[config.mk]
export PLATFORM = sky130hd
export DESIGN_NAME = tone_scheduler
export DESIGN_NICKNAME = d
export VERILOG_FILES = /design/src/rtl/tone_scheduler.sv
export SDC_FILE = /design/constraint.sdc
export NUM_CORES = 1
export LEC_CHECK = 0
export CAP_MARGIN = 20
export CORE_AREA = 2 2 95 116
export CTS_CLUSTER_DIAMETER = 150
export DETAILED_ROUTE_END_ITERATION = 10
export DIE_AREA = 0 0 97 118
export SYNTH_ARGS = -nofsm -noshare
export SYNTH_HDL_FRONTEND = slang
export SYNTH_SLANG_ARGS = --single-unit
export TNS_END_PERCENT = 1
[constraint.sdc]
create_clock -name sys_clk -period 3.91 [get_ports sys_clk]
set_input_delay 0.782 -clock sys_clk [delete_from_list [all_inputs] [get_ports sys_clk]]
set_output_delay 0.782 -clock sys_clk [all_outputs]
set_load 0.02 [all_outputs]
[src/rtl/tone_scheduler.sv]
// Buzzer tone owner: arbitrates UART notes against the hourly chime and times each phase.
// Optional TONE_SCHED_PREEMPT_EN: a chime trigger during a note aborts the note immediately.
//
// state     | meaning
// IDLE      | tone silent, UART notes accepted unless a chime is pending
// NOTE      | UART note (or rest) held for NOTE_MS
// CHIME_ON  | beep sounding CHIME_TONE for BEEP_ON_MS
// CHIME_OFF | gap between beeps for BEEP_OFF_MS
module tone_scheduler #(
  parameter int         TICK_DIV    = 12000,
  parameter int         NOTE_MS     = 250,
  parameter int         BEEP_ON_MS  = 500,
  parameter int         BEEP_OFF_MS = 500,
  parameter logic [4:0] CHIME_TONE  = 5'h11
) (
  input  logic       sys_clk,
  input  logic       sys_rst,
  input  logic       note_valid,
  input  logic [4:0] note_tone,
  output logic       note_ready,
  input  logic       chime_en,
  input  logic [3:0] time_hour_high,
  input  logic [3:0] time_hour_low,
  input  logic [3:0] time_min_high,
  input  logic [3:0] time_min_low,
  output logic [4:0] tone,
  output logic       busy,
  output logic       chime_active
);

  localparam logic [1:0] ST_IDLE      = 2'd0;
  localparam logic [1:0] ST_NOTE      = 2'd1;
  localparam logic [1:0] ST_CHIME_ON  = 2'd2;
  localparam logic [1:0] ST_CHIME_OFF = 2'd3;

  localparam int PRE_W = (TICK_DIV > 1) ? $clog2(TICK_DIV) : 1;
  localparam int MS_W  = 16;

  logic [1:0]       r_state;
  logic [PRE_W-1:0] r_pre;
  logic [MS_W-1:0]  r_ms;
  logic [7:0]       r_prev_min;
  logic             r_pending;
  logic [3:0]       r_beeps;
  logic [3:0]       r_n;
  logic [4:0]       r_tone;

  logic [1:0]       w_state_nxt;
  logic [4:0]       w_tone_nxt;
  logic             w_start_chime;
  logic             w_set_pending;
  logic             w_beep_inc;
  logic [MS_W-1:0]  w_ms_load;
  logic             w_trigger;
  logic             w_phase_done;
  logic             w_ready;
  logic             w_accept;
  logic             w_pend_go;
  logic             w_latch_n;
  logic [7:0]       w_hour;
  logic [7:0]       w_hour_mod;
  logic [3:0]       w_beep_n;

  assign w_trigger    = chime_en && ({time_min_high, time_min_low} == 8'h00) &&
                        (r_prev_min != 8'h00);
  assign w_hour       = 8'(time_hour_high) * 8'd10 + 8'(time_hour_low);
  assign w_hour_mod   = w_hour % 8'd12;
  assign w_beep_n     = (w_hour_mod == 8'd0) ? 4'd12 : w_hour_mod[3:0];
  assign w_phase_done = (r_pre == '0) && (r_ms == '0);
  // Ready drops combinationally on a trigger so a same-cycle note is never handshaken.
  assign w_ready      = !sys_rst && (r_state == ST_IDLE) && !r_pending && !w_trigger;
  assign w_accept     = note_valid && w_ready;
  assign w_pend_go    = r_pending && chime_en;
  assign w_latch_n    = w_trigger && ((r_state == ST_IDLE) || (r_state == ST_NOTE));

  always_comb begin
    w_state_nxt   = r_state;
    w_tone_nxt    = r_tone;
    w_start_chime = 1'b0;
    w_set_pending = 1'b0;
    w_beep_inc    = 1'b0;
    case (r_state)
      ST_IDLE: begin
        if (w_trigger || w_pend_go) begin
          w_state_nxt   = ST_CHIME_ON;
          w_tone_nxt    = CHIME_TONE;
          w_start_chime = 1'b1;
        end else if (w_accept) begin
          w_state_nxt = ST_NOTE;
          w_tone_nxt  = note_tone;
        end
      end
      ST_NOTE: begin
`ifdef TONE_SCHED_PREEMPT_EN
        if (w_trigger) begin
          w_state_nxt   = ST_CHIME_ON;
          w_tone_nxt    = CHIME_TONE;
          w_start_chime = 1'b1;
        end else if (w_phase_done) begin
          w_state_nxt = ST_IDLE;
          w_tone_nxt  = 5'h00;
        end
`else
        w_set_pending = w_trigger;
        if (w_phase_done) begin
          w_state_nxt = ST_IDLE;
          w_tone_nxt  = 5'h00;
        end
`endif
      end
      ST_CHIME_ON: begin
        if (!chime_en) begin
          w_state_nxt = ST_IDLE;
          w_tone_nxt  = 5'h00;
        end else if (w_phase_done) begin
          w_state_nxt = ST_CHIME_OFF;
          w_tone_nxt  = 5'h00;
          w_beep_inc  = 1'b1;
        end
      end
      ST_CHIME_OFF: begin
        if (!chime_en) begin
          w_state_nxt = ST_IDLE;
          w_tone_nxt  = 5'h00;
        end else if (w_phase_done) begin
          if (r_beeps == r_n) begin
            w_state_nxt = ST_IDLE;
            w_tone_nxt  = 5'h00;
          end else begin
            w_state_nxt = ST_CHIME_ON;
            w_tone_nxt  = CHIME_TONE;
          end
        end
      end
      default: begin
        w_state_nxt = ST_IDLE;
        w_tone_nxt  = 5'h00;
      end
    endcase
  end

  always_comb begin
    w_ms_load = '0;
    case (w_state_nxt)
      ST_NOTE:      w_ms_load = MS_W'(NOTE_MS - 1);
      ST_CHIME_ON:  w_ms_load = MS_W'(BEEP_ON_MS - 1);
      ST_CHIME_OFF: w_ms_load = MS_W'(BEEP_OFF_MS - 1);
      default:      w_ms_load = '0;
    endcase
  end

  always_ff @(posedge sys_clk) begin
    if (sys_rst) begin
      r_state    <= ST_IDLE;
      r_tone     <= 5'h00;
      r_pending  <= 1'b0;
      r_prev_min <= 8'h00;
      r_beeps    <= 4'd0;
      r_n        <= 4'd0;
      r_pre      <= '0;
      r_ms       <= '0;
    end else begin
      r_state    <= w_state_nxt;
      r_tone     <= w_tone_nxt;
      r_prev_min <= {time_min_high, time_min_low};

      if (!chime_en || w_start_chime)
        r_pending <= 1'b0;
      else if (w_set_pending)
        r_pending <= 1'b1;

      if (w_latch_n)
        r_n <= w_beep_n;

      if (w_start_chime)
        r_beeps <= 4'd0;
      else if (w_beep_inc)
        r_beeps <= r_beeps + 4'd1;

      // Down-counting ms timer reloads on every state entry; done at prescaler and ms both zero.
      if (w_state_nxt != r_state) begin
        r_pre <= PRE_W'(TICK_DIV - 1);
        r_ms  <= w_ms_load;
      end else if (r_state != ST_IDLE) begin
        if (r_pre == '0) begin
          r_pre <= PRE_W'(TICK_DIV - 1);
          r_ms  <= r_ms - MS_W'(1);
        end else begin
          r_pre <= r_pre - PRE_W'(1);
        end
      end
    end
  end

  assign note_ready   = w_ready;
  assign tone         = r_tone;
  assign busy         = (r_state != ST_IDLE);
  assign chime_active = (r_state == ST_CHIME_ON) || (r_state == ST_CHIME_OFF);

endmodule

==> Flow_metrics.wiki <==
{| class="wikitable"
! Metric !! Value
|-
| Type of element launching the critical path || input port
|-
| Share of the synthesized area in the top cell type || 0.3052
|-
| Layout area overhead || 22.85%
|-
| Count of routing violations after the opening detailed-route iteration || around 200
|-
| Fin. Hold Viols || 0
|-
| Top flip-flop cell by instance count after synthesis || sky130_fd_sc_hd__dfxtp_1
|-
| Number of placement rows || between 40 and 50
|-
| Latest clock arrival within the worst-skew pair || 0.29 ns
|-
| Worst max-slew margin expressed relative to the limit || 0.4657
|-
| Most frequent cells after synthesis || 54 x sky130_fd_sc_hd__dfxtp_1, 47 x sky130_fd_sc_hd__nor2_1, 33 x sky130_fd_sc_hd__nand2_1
|-
| Largest net degree at the start of global routing || 39
|-
| Number of slew-limit violations in the final report || 0
|-
| Count of H-tree levels built during CTS || 2
|-
| Count of different cell masters after synthesis || just under 70
|-
| Data required time at the worst endpoint || a little over 4 ns
|-
| Die Area || 0.01145 sq mm
|-
| Post-route clock period utilization || 0.9428
|-
| Antenna diode count || 0
|-
| Number of buffer cells added on primary ports || 32
|-
| Average size of a mapped cell || a little under 8 sq um
|-
| Reg clk slew, reported paths || 0.07 ns
|-
| Maximum count of clock buffers along a single path || 2
|-
| Netlist area before placement || between 0.003 and 0.004 sq mm
|-
| WL final || between 9000 and 10000 um
|-
| ANT nets after route || 0
|-
| Max Fclk || 271.3 MHz
|-
| Initial cell density of the core || 0.3435
|-
| Number of search-and-repair iterations in the first detailed-routing pass || 4
|-
| EDFF count, synth || 0
|-
| Post-Layout Cell Count || ~630
|-
| Outcome || finished, final reports clean
|-
| Nets in the synthesized netlist || between 400 and 500
|-
| Worst supply voltage drop on vdd || approximately 250 uV
|-
| Cell with the most instances after synthesis || sky130_fd_sc_hd__dfxtp_1
|-
| Cell types occupying the most area after synthesis || sky130_fd_sc_hd__dfxtp_1 31%, sky130_fd_sc_hd__xnor2_1 5.2%, sky130_fd_sc_hd__nor2_1 5.0%
|-
| Clock sink total || 54
|-
| Critical Path, Cell by Cell || clkdlybuf4s50_1 -> ha_1 -> ha_1 -> inv_1 -> fa_2 -> a211oi_1 -> o2111a_1 -> a221oi_1 -> a311oi_1 -> o41ai_1 -> or4_1 -> a311oi_1
|-
| Cell Pwr Density || between 300 and 400 mW/mm^2
|-
| FFs w/ async S/R, synth || 0
|-
| Placed Instances || slightly above 600
|-
| Total via count after detailed routing || 3456
|-
| Via-per-instance ratio || between 5 and 6
|-
| Post-DP HPWL || ~7000 um
|-
| Post-CTS Setup Repair Bufs || 0
|-
| Fraction of final layout cells sized beyond drive strength 1 || 0.1328
|-
| Root Driver || sky130_fd_sc_hd__clkbuf_16
|-
| Final design instance area without fill || about 0.0044 sq mm
|-
| Quantity of hold-fixing buffers added after cts || 0
|-
| Die X-Extent || 97 um
|-
| GRT Util Overall || 0.1582
|-
| Category of the worst setup path capture point || flop
|-
| Number of top-level pins || 33
|-
| Post-synth top area cell || sky130_fd_sc_hd__dfxtp_1
|-
| Sequential cell area fraction in the yosys report || 0.3052
|-
| TritonCTS clock tree || done
|-
| Type of the worst setup path || in2reg
|-
| Die boundary height || around 120 um
|-
| Remaining Overflow, GRT || 0
|-
| Slowest cell on the critical path || sky130_fd_sc_hd__clkdlybuf4s50_1
|-
| Minimum period implied by the final worst setup slack || 3.686 ns
|-
| Max FO, Critical Path || 4
|-
| Number of register bits inferred by synthesis || 54
|-
| Post-cts repair resize count || 0
|-
| Overall power after layout || between 1.5 and 2 mW
|-
| Mean routed wirelength per cell || around 15 um
|-
| Worst Tran Pin Value || approximately 0.8 ns
|-
| Wire length of the first global-routing pass || 15600 um
|-
| Post-Syn Instances || approximately 450
|-
| Fill cell instance count of the final layout || between 1k and 1.5k
|-
| Instance area after placement || between 0.004 and 0.005 sq mm
|-
| Yosys warning total || 0
|-
| Hold WC Path Type || reg2reg
|-
| Worst slack on hold paths || slightly above 0.5 ns
|-
| Highest cell delay on the worst timing path || about 0.43 ns
|-
| Via count of the first global-routing pass || approximately 3.3k
|-
| RSZ-0062 raised after global routing || no
|-
| Worst clock skew on the final layout || between 0.007 and 0.008 ns
|-
| Static leakage || about 1.7 nW
|-
| TritonCTS Buffers || 5
|-
| Worst EP arrival || between 3 and 4 ns
|-
| Count of buffer and inverter cells on the critical path || 2
|-
| Setup violators final || 0
|-
| GP Congestion || 0.8494
|-
| Max-capacitance violation count || 0
|-
| Family with the most delay on the worst path || compound AO/OA/AOI/OAI gates
|-
| Final routed DRC violation total || 0
|-
| # nets final || about 530
|-
| Number of antenna violations at the first check in global routing || 0
|-
| Core footprint || around 0.010 sq mm
|}
layout by cell type, fill, tap and decap left out, types with 3 or more instances in the layout:
cell                              instances
sky130_fd_sc_hd__dfxtp_1                 54
sky130_fd_sc_hd__nor2_1                  47
sky130_fd_sc_hd__nand2_1                 33
sky130_fd_sc_hd__buf_4                   33
sky130_fd_sc_hd__clkdlybuf4s50_1         32
sky130_fd_sc_hd__a21oi_1                 25
sky130_fd_sc_hd__nor3_1                  22
sky130_fd_sc_hd__xnor2_1                 21
sky130_fd_sc_hd__o21ai_0                 19
sky130_fd_sc_hd__nand3_1                 18
sky130_fd_sc_hd__inv_1                   17
sky130_fd_sc_hd__xor2_1                  13
sky130_fd_sc_hd__nor2b_1                 11
sky130_fd_sc_hd__nor4_1                  10
sky130_fd_sc_hd__a31oi_1                 10
sky130_fd_sc_hd__ha_1                    10
sky130_fd_sc_hd__a311oi_1                 7
sky130_fd_sc_hd__or4_1                    6
sky130_fd_sc_hd__or3_1                    6
sky130_fd_sc_hd__or2_2                    6
sky130_fd_sc_hd__o22ai_1                  6
sky130_fd_sc_hd__and3_1                   5
sky130_fd_sc_hd__o211ai_1                 5
sky130_fd_sc_hd__clkbuf_16                5
sky130_fd_sc_hd__nand2b_1                 4
sky130_fd_sc_hd__mux2i_1                  4
sky130_fd_sc_hd__a22oi_1                  4
sky130_fd_sc_hd__nand4_1                  3
sky130_fd_sc_hd__a21o_1                   3
sky130_fd_sc_hd__a221oi_1                 3
logic make-up (layout without fill, tap and decap cells):
group                    Yosys count  count (layout)  share of synthesized area
AO/OA/AOI/OAI                    111             111                     0.2144
XOR/XNOR                          35              35                    0.08866
adder cells (fa/ha/maj)           12              12                    0.04663
buffers and inverters             41              91                    0.04768
flip-flops                        54              54                     0.3052
multiplexers                       6               6                    0.01872
AND/OR/NAND/NOR                  188             188                     0.2787
tightest hold or removal path: stages, from the launching register on:
cell and delay, ns:
sky130_fd_sc_hd__dfxtp_1 0.33, sky130_fd_sc_hd__a22oi_1 0.07, sky130_fd_sc_hd__nor2_1 0.08
cell type report:
type	instances	area, sq um	area share
sequential	54	1081	0.2484
inverter	18	67.56	0.01553
clock inverter	2	12.51	0.002875
tap	129	161.4	0.03709
timing repair buffer	65	568.0	0.1305
clock buffer	6	138.9	0.03191
multi-input combinational	352	2322	0.5336
layer usage:
layer | vias to the layer above | wire length [um] | GRT usage
met1 | 1623 | 4143 | 0.2073
met4 | 0 | 157 | 0.04665
met3 | 14 | 299 | 0.01425
met5 | - | 0 | 0
li1 | 1738 | - | -
met2 | 81 | 4511 | 0.2752
worst paths after layout:
path	cells after the start	to	startpoint	slack (ns)
setup / recovery	12	r_n[3]	time_hour_high[3]	0.22
hold / removal	2	tone[1]	tone[1]	0.50
setup reg to reg	8	r_ms[0]	r_state[0]	1.21
hold reg to reg	2	tone[1]	tone[1]	0.50
metrics by stage:
step	util	worst slack (ns)	setup TNS [ns]
final	0.4220	0.2238	0
after CTS	0.4191	0.1040	0
after floorplan	-	0.2973	0
after global placement	0.4044	-0.1805	-0.2839
after detailed placement	0.4044	-0.1956	-0.3591
after global routing	0.4220	0.02817	0
sequential cells by signal, summed over array words and instances, names as in the netlist:
| register | flops |
|---|---|
| r_beeps | 4 |
| r_ms | 16 |
| r_n | 4 |
| r_pending | 1 |
| r_pre | 14 |
| r_prev_min | 8 |
| r_state | 2 |
| tone | 5 |
power by group:
part	switching [mW]	internal, mW	leakage, nW	total [mW]
combinational	0.333	0.284	1.16	0.617
clock	0.195	0.254	0.0729	0.449
sequential	0.0343	0.588	0.443	0.623
Power figures use the tool's default switching activity.
